`config.mk`:
```
export PLATFORM = sky130hd
export DESIGN_NAME = hcsr04_scan
export DESIGN_NICKNAME = d
export VERILOG_FILES = /design/src/rtl/hcsr04_scan.sv
export SDC_FILE = /design/constraint.sdc
export NUM_CORES = 1
export LEC_CHECK = 0
export CAP_MARGIN = 20
export CORE_MARGIN = 4
export CORE_UTILIZATION = 50
export DETAILED_ROUTE_END_ITERATION = 16
export GPL_ROUTABILITY_DRIVEN = 0
export PLACE_DENSITY = 0.7
export SLEW_MARGIN = 20
export SYNTH_ARGS = -nofsm -noshare
export SYNTH_HDL_FRONTEND = slang
export SYNTH_SLANG_ARGS = --single-unit
```
`constraint.sdc`:
```
create_clock -name clk50M -period 3.8 [get_ports clk50M]
set_input_delay 0.38 -clock clk50M [delete_from_list [all_inputs] [get_ports clk50M]]
set_output_delay 0.38 -clock clk50M [all_outputs]
set_load 0.03 [all_outputs]
```
`src/rtl/hcsr04_scan.sv`:
```
// rtl/hcsr04_scan.sv - round-robin scheduler sharing one hcsr04 ranging engine across N_CH sensors
// Define HCSR04_SCAN_FILT_EN for per-channel IIR smoothing of stored lengths.
module hcsr04_scan #(
  parameter int N_CH    = 4,
  parameter int CH_W    = 2,
  parameter int CAP_LEN = 16,
  parameter int GAP_CYC = 3000000,
  parameter int GAP_W   = 22,
  parameter int TMO_CYC = 2500000,
  parameter int TMO_W   = 22
) (
  input  logic               clk50M,
  input  logic               rst,
  input  logic               run,
  input  logic [N_CH-1:0]    ch_mask,
  output logic               rng_en,
  input  logic               rng_done,
  input  logic [CAP_LEN-1:0] rng_len,
  output logic [CH_W-1:0]    sel,
  input  logic [CH_W-1:0]    rd_ch,
  output logic [CAP_LEN-1:0] rd_len,
  output logic [N_CH-1:0]    rd_vld,
  output logic [N_CH-1:0]    err,
  output logic               busy,
  output logic               sweep_done
);

  if (GAP_CYC < 1 || 64'(GAP_CYC) > (64'd1 << GAP_W)) begin : g_gap_chk
    $error("GAP_W too narrow for GAP_CYC");
  end
  if (TMO_CYC < 1 || 64'(TMO_CYC) > (64'd1 << TMO_W)) begin : g_tmo_chk
    $error("TMO_W too narrow for TMO_CYC");
  end
  if (N_CH < 2 || N_CH > (1 << CH_W)) begin : g_ch_chk
    $error("CH_W too narrow for N_CH");
  end

  typedef enum logic [2:0] {S_IDLE, S_ARM, S_MEAS, S_STORE, S_TOUT, S_GAP} state_t;

  state_t             state, state_nxt;
  logic [TMO_W-1:0]   wd;
  logic [GAP_W-1:0]   gap_cnt;
  logic               fired;
  logic [CAP_LEN-1:0] len_q [N_CH];
  logic [CH_W-1:0]    sel_first, sel_after;
  logic               wd_exp, gap_end, go_on;

  // First enabled channel at or after start, wrapping past N_CH-1.
  function automatic logic [CH_W-1:0] pick(input logic [N_CH-1:0] mask, input int start);
    logic [CH_W-1:0] r;
    logic            found;
    int              idx;
    r     = '0;
    found = 1'b0;
    for (int k = 0; k < N_CH; k++) begin
      idx = start + k;
      if (idx >= N_CH) idx = idx - N_CH;
      if (!found && mask[CH_W'(idx)]) begin
        r     = CH_W'(idx);
        found = 1'b1;
      end
    end
    return r;
  endfunction

  always_comb begin
    int nxt;
    nxt = int'(sel) + 1;
    if (nxt >= N_CH) nxt = 0;
    sel_first = pick(ch_mask, int'(sel));
    sel_after = pick(ch_mask, nxt);
  end

  assign wd_exp  = (wd == TMO_W'(TMO_CYC - 1));
  assign gap_end = (gap_cnt == GAP_W'(GAP_CYC - 1));
  assign go_on   = run && (|ch_mask);

`ifdef HCSR04_SCAN_FILT_EN
  logic [CAP_LEN+1:0] acc;
  always_comb acc = ({2'b00, len_q[sel]} << 1) + {2'b00, len_q[sel]} + {2'b00, rng_len};
`endif

  always_ff @(posedge clk50M) begin
    if (!rst) state <= S_IDLE;
    else      state <= state_nxt;
  end

  always_comb begin
    state_nxt = state;
    unique case (state)
      S_IDLE:  if (go_on && rng_done) state_nxt = S_ARM;
      S_ARM: begin
        if (wd_exp)                 state_nxt = S_TOUT;
        else if (fired && !rng_done) state_nxt = S_MEAS;
      end
      S_MEAS: begin
        if (rng_done)    state_nxt = S_STORE;
        else if (wd_exp) state_nxt = S_TOUT;
      end
      S_STORE, S_TOUT: state_nxt = S_GAP;
      S_GAP:   if (gap_end) state_nxt = go_on ? S_ARM : S_IDLE;
      default: state_nxt = S_IDLE;
    endcase
  end

  always_comb begin
    rng_en     = (state == S_ARM) && fired;
    busy       = (state != S_IDLE);
    sweep_done = (state == S_GAP) && gap_end && go_on && (sel_after <= sel);
  end

  // fired: engine has been seen idle in this ARM, so rng_en may be raised.
  always_ff @(posedge clk50M) begin
    if (!rst) begin
      sel     <= '0;
      fired   <= 1'b0;
      wd      <= '0;
      gap_cnt <= '0;
      rd_len  <= '0;
      rd_vld  <= '0;
      err     <= '0;
      for (int i = 0; i < N_CH; i++) len_q[i] <= '0;
    end else begin
      rd_len <= len_q[rd_ch];
      unique case (state)
        S_IDLE: begin
          if (state_nxt == S_ARM) begin
            sel   <= sel_first;
            fired <= 1'b1;
            wd    <= '0;
          end
        end
        S_ARM: begin
          if (rng_done) fired <= 1'b1;
          wd <= (state_nxt == S_MEAS) ? '0 : wd + TMO_W'(1);
        end
        S_MEAS: wd <= wd + TMO_W'(1);
        S_STORE: begin
`ifdef HCSR04_SCAN_FILT_EN
          if (rd_vld[sel]) len_q[sel] <= acc[CAP_LEN+1:2];
          else             len_q[sel] <= rng_len;
`else
          len_q[sel] <= rng_len;
`endif
          err[sel]    <= 1'b0;
          rd_vld[sel] <= 1'b1;
          gap_cnt     <= '0;
        end
        S_TOUT: begin
          len_q[sel] <= {CAP_LEN{1'b1}};
          err[sel]   <= 1'b1;
`ifdef HCSR04_SCAN_FILT_EN
          rd_vld[sel] <= 1'b0;
`else
          rd_vld[sel] <= 1'b1;
`endif
          gap_cnt <= '0;
        end
        S_GAP: begin
          gap_cnt <= gap_cnt + GAP_W'(1);
          if (state_nxt == S_ARM) begin
            sel   <= sel_after;
            fired <= 1'b0;
            wd    <= '0;
          end
        end
        default: ;
      endcase
    end
  end

endmodule

```
==> flow_metrics.tcl, run 1 <==
set metrics [dict create \
    result_of_the_run "finished clean" \
    cp_data_required_time_ps 3420 \
    r2r_setup_slack_ps 920 \
    power.density_nw_per_um2 454.6 \
    htree_num_levels 4 \
    yosys-top-cells-area "sky130_fd_sc_hd__edfxtp_1, sky130_fd_sc_hd__dfxtp_1, sky130_fd_sc_hd__mux4_2" \
    timing.final.setup_violations 0 \
    start_util_pct 51.68 \
    post-synth-top-area-cell "sky130_fd_sc_hd__edfxtp_1" \
    async_reset_ff_share_pct 0 \
    grt_pass1_wl_mm 25.07 \
    setup_repair_after_global_routing_missed_its_margin "false" \
    io_buffer_count 54 \
    postRouteWirelength_mm 15.04 \
    routed_wire_length_per_instance_um 17.39 \
    viasPerCell 5.847 \
    cp-startpoint "sel[0]" \
    clockBufferDepth 2 \
    max_cap_viol_count 0 \
    dr.pass1.iters 6 \
    p_comb_share_pct 9.2 \
    layout.cell_area.non_filler_um2 7891 \
    netlist.area_leader.share_pct 29.11 \
    power.switching_fraction_pct 23.46 \
    worstHoldPathType "reg -> reg" \
    antenna_found_initial 0 \
    num_vias 5058 \
    critical_path.top_delay_family "adder cells" \
    area.growth.synth_to_final_pct 19.54 \
    grt_start_max_net_pins 48 \
    setup.worst_path.start_class "register" \
    tmin_final_ps 3643 \
    post_synth.cell_area_avg_um2 10.46 \
    vdd_drop_max_mv 0.4830 \
    io_pins 55 \
    critical-path-slowest-cell "sky130_fd_sc_hd__clkdlybuf4s50_1" \
    clock_sink_count 138 \
    pwr-share-seq_pct 44.8 \
    syn_std_cell_area_um2 6601 \
    grt_pass1_vias 5091 \
    placementRows 41 \
    criticalPathCategory "reg -> out" \
    r2r_cells 8 \
    post-route-drc-count 0 \
    holdBufCountCts 0 \
    totalNegativeSetupSlack_ps 0 \
    synth-seq-area-share_pct 51.55 \
    gr-usage-all-layers_pct 21.56 \
    critPathCaptureType "primary output" \
    die_w_um 122.9 \
    critical_path.reg2reg.startpoint "state[0]" \
    ant_nets 0 \
    cts.root.buffer_cell "sky130_fd_sc_hd__clkbuf_16" \
    critical_path.reg2reg.endpoint "len_q[0][3]" \
    detailed_place_hpwl_mm 9.630 \
    crit_end "sweep_done" \
    worst_ep_arrival_time_ps 3260 \
    yosysWarnings 0 \
    synth_top_cells_by_count "sky130_fd_sc_hd__nor2_1, sky130_fd_sc_hd__dfxtp_1, sky130_fd_sc_hd__edfxtp_1, sky130_fd_sc_hd__nand2_1" \
    globalRoute.totalOverflow 0 \
    cts_made_buffers 17 \
    synthesized_netlist_net_count 665 \
    yosysUniqueCellTypes 67 \
    netlist_instances 631 \
    core_area_um2 12770 \
    cts_post_setup_buffers_inserted 0 \
    critical-path-max-stage-delay_ps 670 \
    clkTransAtPathRegs_ps 60 \
    cell_internal_pwr_mw 2.746 \
    switchingPower_mw 0.8416 \
    path_buf_inv 2 \
    dieArea_um2 15100 \
    synth_most_common_cell "sky130_fd_sc_hd__nor2_1" \
    report.final.hold_viol_count 0 \
    final_layout_size_suffix_gt1_share_pct 12.12 \
    hold-worst-slack_ps 487.0 \
    power_leakage_nw 2.879 \
    drtIter0Drc 454 \
    slew_viol_final 0 \
    worstPathCellList "inv_1 > ha_1 > o31ai_1 > a221oi_1 > ha_1 > a21oi_1 > a21oi_1 > nor2_1 > clkdlybuf4s50_1" \
    cp_num_cells 9 \
    clock_power_share_pct 45.9 \
    fmax_mhz 274.5 \
    dpl-instance-area_um2 7295 \
    tightestPinTransition_ps 874.7 \
    synth_top_flop_cell "sky130_fd_sc_hd__dfxtp_1" \
    fp.dieH_um 122.9 \
    period_share_pct 95.86 \
    design_power_total_mw 3.587 \
    tritoncts "built" \
    maximum_clock_skew_at_final_layout_ps 8.511 \
    post_cts_resized 0 \
    finish.net_count 714 \
    later_pin_clock_latency_in_the_skew_report_ps 430 \
    critical_path_peak_fanout 13 \
    seq_cells_post_synth 138 \
    worst_slew_margin_relative_to_its_limit_pct 41.50 \
    post_synth_edffs 64 \
    n_antenna_cell 0 \
]
layout make-up:
class                           instances  area, um^2
Timing Repair Buffer                   68       640.6
Sequential cell                       138        3403
Inverter                               11       41.29
Clock inverter                         11       136.4
Fill cell                            1059        4882
Multi-Input combinational cell        444        2994
Clock buffer                           21       460.4
Tap cell                              172       215.2
routing by layer:
layer | wire (um) | part of all wire, % | track usage (%) | vias to the layer above
met5 | 0 | 0 | 0 | -
met1 | 6241 | 41 | 25.76 | 2478
met2 | 7896 | 52 | 37.89 | 137
li1 | - | - | - | 2421
met4 | 244 | 1.6 | 8.328 | 0
met3 | 660 | 4.4 | 4.849 | 22
stage by stage:
step / utilization (%) / instances / setup WS, ps
after floorplan: - / 631 / 283.3
after global placement: 57.11 / 833 / 513.5
after detailed placement: 57.11 / 833 / 422.4
after CTS: 61.78 / 865 / 148.1
after global routing: 61.78 / 865 / 1.690
final: 61.78 / 865 / 157.3
how the worst min path moves through the flow:
stage | start | end | cells past startpoint
4_1_cts | wd[21] | wd[21] | 1
3_3_place_gp | wd[21] | wd[21] | 1
2_1_floorplan | wd[21] | wd[21] | 1
5_1_grt | rst | fired | 3
6_report | wd[21] | wd[21] | 1
3_5_place_dp | wd[21] | wd[21] | 1
cells in the final DEF, fill, tap and decap left out, types with 7 or more instances in the layout:
master,Yosys,routed
sky130_fd_sc_hd__a21oi_1,18,18
sky130_fd_sc_hd__a31oi_1,7,7
sky130_fd_sc_hd__and2_1,24,24
sky130_fd_sc_hd__and3_1,15,15
sky130_fd_sc_hd__buf_4,2,14
sky130_fd_sc_hd__clkbuf_16,0,17
sky130_fd_sc_hd__clkdlybuf4s50_1,0,53
sky130_fd_sc_hd__dfxtp_1,74,74
sky130_fd_sc_hd__edfxtp_1,64,64
sky130_fd_sc_hd__ha_1,8,8
sky130_fd_sc_hd__inv_1,11,11
sky130_fd_sc_hd__mux2i_1,9,9
sky130_fd_sc_hd__mux4_2,20,20
sky130_fd_sc_hd__nand2_1,47,47
sky130_fd_sc_hd__nand3_1,24,24
sky130_fd_sc_hd__nand4_1,9,9
sky130_fd_sc_hd__nor2_1,114,114
sky130_fd_sc_hd__nor2b_1,19,18
sky130_fd_sc_hd__o211ai_1,23,23
sky130_fd_sc_hd__o21ai_0,10,10
sky130_fd_sc_hd__o31ai_1,16,15
power groups by stage:
stage               Sequential [mW]  Clock (mW)  Combinational [mW]
CTS                            1.61        1.67               0.333
finish                         1.61        1.65               0.331
floorplan                      1.66           0               0.203
detailed placement             1.64           0               0.330
global placement               1.64           0               0.325
global route                   1.61        1.75               0.361
state kept, by name (all words and copies together), names as in the netlist, named ones only:
name / cells
len_q: 64
wd: 22
sel: 2
fired: 1
rd_len: 16
gap_cnt: 22
state: 3
rd_vld: 4
logic make-up after synthesis:
| logic type | count (synthesis) | synth area share (%) |
|---|---|---|
| simple gates | 287 | 21.74 |
| compound gates | 116 | 13.19 |
| mux | 29 | 8.188 |
| flops | 138 | 51.55 |
| xor+xnor | 4 | 0.5308 |
| buf+inv | 49 | 3.279 |
| fa+ha+maj | 8 | 1.516 |
worst reg2reg max path, cell delays in order, from the launching register on:
cell and delay [ps]:
sky130_fd_sc_hd__dfxtp_1 480, sky130_fd_sc_hd__inv_1 160, sky130_fd_sc_hd__nor2_1 300, sky130_fd_sc_hd__a21o_1 390, sky130_fd_sc_hd__nand2_1 130, sky130_fd_sc_hd__nor2_1 140, sky130_fd_sc_hd__nand2_1 70, sky130_fd_sc_hd__buf_4 210
sky130_fd_sc_hd__nand2_1 620
No activity file was read; power rests on OpenSTA's default activity.
==> inputs of run 2 (changes only) <==
--- a/config.mk
+++ b/config.mk
@@ -10,6 +10,7 @@
 export CORE_UTILIZATION = 50
 export DETAILED_ROUTE_END_ITERATION = 16
 export GPL_ROUTABILITY_DRIVEN = 0
+export HOLD_SLACK_MARGIN = 0.03
 export PLACE_DENSITY = 0.7
 export SLEW_MARGIN = 20
 export SYNTH_ARGS = -nofsm -noshare
==> results of run 2 <==
Final layout, timing and power as in run 1 (identical DEF).
